===== src/rtl/sign_extend_arbiter.sv =====
// Two-requester sign-extension unit: requesters A (branch offset) and B
// (ALU immediate) share one 16->32 sign extender. A round-robin pointer
// settles contention, and a single-entry output register with valid/ready
// holds the extended result for the consumer.
//
// Output handshake: out_valid/out_data/out_src stay stable while
// out_valid=1 and out_ready=0. A transfer happens on a rising edge where
// out_valid=1 and out_ready=1. The register can be refilled in the same
// cycle it is drained, which gives one result per cycle.

// Pure combinational 16->32 sign extension (bit 15 copied into 31:16).
module signExtendBlock (
   input  logic [15:0] inp,
   output logic [31:0] out
);
   assign out = {{16{inp[15]}}, inp};
endmodule

module sign_extend_arbiter #(
   parameter logic PRIO_RESET = 1'b0
) (
   input  logic        clk,
   input  logic        rst,
   input  logic        req_a,
   input  logic [15:0] imm_a,
   output logic        ack_a,
   input  logic        req_b,
   input  logic [15:0] imm_b,
   output logic        ack_b,
   output logic        out_valid,
   input  logic        out_ready,
   output logic [31:0] out_data,
   output logic        out_src,
   output logic [7:0]  stall_cnt
);

   typedef enum logic {
      IDLE = 1'b0,
      HOLD = 1'b1
   } state_t;

   state_t      state;
   state_t      state_next;
   logic        prio;       // requester favoured on contention: 0 = A, 1 = B
   logic        load;       // output register is free or being drained
   logic        grant_a;
   logic        grant_b;
   logic [15:0] imm_sel;
   logic [31:0] imm_ext;

   // Single shared extender, fed by whichever requester wins.
   assign imm_sel = grant_b ? imm_b : imm_a;

   signExtendBlock u_sign_extend (
      .inp (imm_sel),
      .out (imm_ext)
   );

   // Next-state and grant decode; acks are only offered in load cycles.
   always_comb begin
      state_next = state;
      load       = 1'b0;
      grant_a    = 1'b0;
      grant_b    = 1'b0;
      case (state)
         IDLE: load = 1'b1;
         HOLD: load = out_ready;
         default: load = 1'b0;
      endcase
      if (load) begin
         grant_a = req_a && (!req_b || (prio == 1'b0));
         grant_b = req_b && (!req_a || (prio == 1'b1));
         state_next = (grant_a || grant_b) ? HOLD : IDLE;
      end
   end

   // Acks are masked by reset so a held-low rst never lets one through.
   assign ack_a     = grant_a & rst;
   assign ack_b     = grant_b & rst;
   assign out_valid = (state == HOLD);

   // FSM state register.
   always_ff @(posedge clk or negedge rst) begin
      if (!rst) begin
         state <= IDLE;
      end else begin
         state <= state_next;
      end
   end

   // Result capture and round-robin pointer update on every grant.
   always_ff @(posedge clk or negedge rst) begin
      if (!rst) begin
         out_data <= 32'h0;
         out_src  <= 1'b0;
         prio     <= PRIO_RESET;
      end else if (grant_a || grant_b) begin
         out_data <= imm_ext;
         out_src  <= grant_b;
         prio     <= ~grant_b;
      end
   end

   // Saturating count of cycles where a result waits on the consumer.
   always_ff @(posedge clk or negedge rst) begin
      if (!rst) begin
         stall_cnt <= 8'h0;
      end else if ((state == HOLD) && !out_ready && (stall_cnt != 8'hFF)) begin
         stall_cnt <= stall_cnt + 8'h1;
      end
   end

endmodule


===== config.mk =====
export PLATFORM = sky130hd
export DESIGN_NAME = sign_extend_arbiter
export DESIGN_NICKNAME = d
export VERILOG_FILES = /design/src/rtl/sign_extend_arbiter.sv
export SDC_FILE = /design/constraint.sdc
export NUM_CORES = 1
export LEC_CHECK = 0
export ABC_AREA = 1
export CORE_AREA = 2 2 70 72
export CTS_BUF_LIST = sky130_fd_sc_hd__clkbuf_4 sky130_fd_sc_hd__clkbuf_8
export CTS_CLUSTER_SIZE = 16
export DETAILED_ROUTE_END_ITERATION = 6
export DIE_AREA = 0 0 72 74
export PLACE_DENSITY = 0.74
export SYNTH_ARGS = -nofsm -noshare
export SYNTH_HDL_FRONTEND = slang
export SYNTH_SLANG_ARGS = --single-unit
export TNS_END_PERCENT = 1

===== constraint.sdc =====
create_clock -name clk -period 1.5 [get_ports clk]
set_input_delay 0.3 -clock clk [delete_from_list [all_inputs] [get_ports clk]]
set_output_delay 0.3 -clock clk [all_outputs]
set_load 0.02 [all_outputs]

==> impl_metrics.toml <==
[status]
status = "finished with violations"
violations = "negative setup slack"

[floorplanning]
core-area_um2 = 4600
die_area_um2 = 5330
die_y_um = 74
start_util = 0.363
die_x_um = 72
fp-row-count = 25
top_level_ports = 81

[sta]
fmaxAchievable_ghz = 0.655
finalClockSkew_ps = 12.0
setup_ws_ps = -25.7
rsz0062_at_grt = "true"
fin_setup_tns_ps = -25.7
slew_headroom = 0.778
hold_viol = 0
period_share = 1.02
max_slew.worst_pin.slew_ps = 332
finalSetupViolations = 1
fin_crit_ps = 1530
slew_violations = 0
hold_ws_ps = 404

[clock_network]
cts_tree = "built"
clkSlewWorstSetupHoldPaths_ps = 110
clockBufferDepth = 2
insertion_delay_ps = 280
cts_root_buffer = "clkbuf_8"
cts-buffers-inserted = 3
clock-sinks = 27
cts-hold-fix-buffers = 0
htreeDepth = 1

[detailed_routing]
avgViaCountPerCell = 4.61
dr.pass1.iters = 4
vias = 1636
drc = 0
drt_wl_total_um = 4100
ant_nets = 0
wl_per_cell_um = 11.6
drt_iter0_markers = 97

[finish]
n_antenna_cell = 0
layoutNonFillerInstCount = 355
drive_gt1_frac = 0.143
syn_to_final_growth_pct = 52.1
layout_commonest_cell = "nand2_1"
final_cell_mix = "nand2_1, dlygate4sd2_1, clkdlybuf4s50_1"
finalNetCount = 340
fin_util = 0.552
fillers = 446
final_cell_area_um2 = 2540

[global_route]
grt_overflow = 0
grt_first_pass_wirelength_um = 6560
grt_start_max_net_pins = 27
antenna_found_initial = 0
track_usage = 0.155
first_global_vias = 1491

[yosys]
synth_fp_nets = 259
yosys_most_used_dff = "dfrtp_1"
synth_edf_count = 0
synthDistinctLibCells = 21
yosys_warnings = 0
syn_area_um2 = 1670
syn_avg_cell_area_um2 = 7.56
synthArstFlopShare = 1.00
synth_seq_cells = 27
synth-seq-area-share = 0.404
synthCells = 221

[worst_setup_path]
cp.arrival_ps = 1230
start_kind = "flip-flop"
path_delay_family = "flip-flops"
path_buf_inv = 2
crit_chain = "nand2_4 > inv_4 > nor2_4 > and3_4 > buf_6"
path_max_fanout = 4
cpMaxStageDelayCell = "dfrtp_1"
cp-end-kind = "output port"
r2r_slack_ps = 170
required_ps = 1200
cp_slowest_stage_delay_ps = 410
worstSetupPathType = "reg2out"

[power_and_ir_drop]
power_leakage_nw = 1.37
ir_drop_v = 0.000399
power.total_mw = 2.89
p_per_area_nw_per_um2 = 1140

[hold_path]
holdCritPathClass = "in2async"

[placed_design]
hpwlAfterDp_um = 3120
place_area_um2 = 2510
dp_cells = 349
place_ws_ps = -623
place_congestion = 0.795
portBuffers = 80

[job]
cap_violations = 0
## metal layers
metal  up-vias  GRT usage  part of all wire
li1        823          -                 -
met1       755      0.196              0.42
met2        54      0.273              0.51
met3         4     0.0339             0.063
met4         0     0.0377            0.0061
met5         -          0                 0
## worst reg2reg max path, stage by stage (launching register included)
cell and delay (ps):
dfrtp_2 460, ha_1 250, nand3_1 130, inv_1 60
nand2_2 90, nand2_4 90, inv_2 90, nand2_1 60
nand2_1 50
## cell type report
| cell class | count | area [µm²] | share of cell area |
|---|---|---|---|
| Inverter | 31 | 121 | 0.0478 |
| Multi-Input combinational cell | 141 | 714 | 0.281 |
| Tap cell | 54 | 67.6 | 0.0266 |
| Sequential cell | 27 | 677 | 0.267 |
| Timing Repair Buffer | 98 | 911 | 0.359 |
| Clock inverter | 1 | 7.51 | 0.00296 |
| Clock buffer | 3 | 41.3 | 0.0163 |
## what timing repair did
item / CTS / global route
pin swaps: 0 / 2
buffers inserted: 0 / 2
endpoints found under the setup margin: 44 / 5
gates resized for setup: 56 / 8
## logic make-up (layout without fill, tap and decap cells)
group                      count (synthesis)  in the layout  synth area share
DFF                                       27             27             0.404
buffers and inverters                     53            133             0.177
adders and majority gates                  1              1           0.00749
xor gates and xnor gates                   2              2            0.0105
and+or+nand+nor                          136            136             0.395
AOI/OAI and AO/OA                          2              2           0.00599
## state kept, by name, summed over array words and instances, names as in the netlist
name       cells
out_data      16
out_valid      1
prio           1
stall_cnt      8
out_src        1
## cells in the mapped netlist, types with 2 or more instances
cell type | number | area share
nand2_1 | 80 | 0.18
inv_1 | 28 | 0.063
dfrtp_1 | 27 | 0.40
nand3_1 | 22 | 0.066
buf_4 | 19 | 0.085
nand3b_1 | 16 | 0.072
nand2_4 | 5 | 0.034
nor2_1 | 5 | 0.011
buf_6 | 3 | 0.020
inv_2 | 2 | 0.0045
nand2_2 | 2 | 0.0075
nand4_1 | 2 | 0.0075
nor2_2 | 2 | 0.0075
## where the power goes
group | leakage, nW | internal, mW | switching [mW]
combinational | 1.03 | 0.602 | 0.817
sequential | 0.325 | 0.901 | 0.129
clock | 0.0217 | 0.189 | 0.250
total | 1.37 | 1.69 | 1.20
## worst paths after layout
kind	end	cells past startpoint	startpoint
worst max register to register	stall_cnt[4]	8	stall_cnt[0]
min in group clk	prio	5	req_a
worst max-delay path	ack_a	5	out_valid
worst min register to register	out_src	2	out_src
max in group asynchronous	stall_cnt[0]	2	rst
worst min-delay path	prio	2	rst
(Power assumes the default switching activity.)
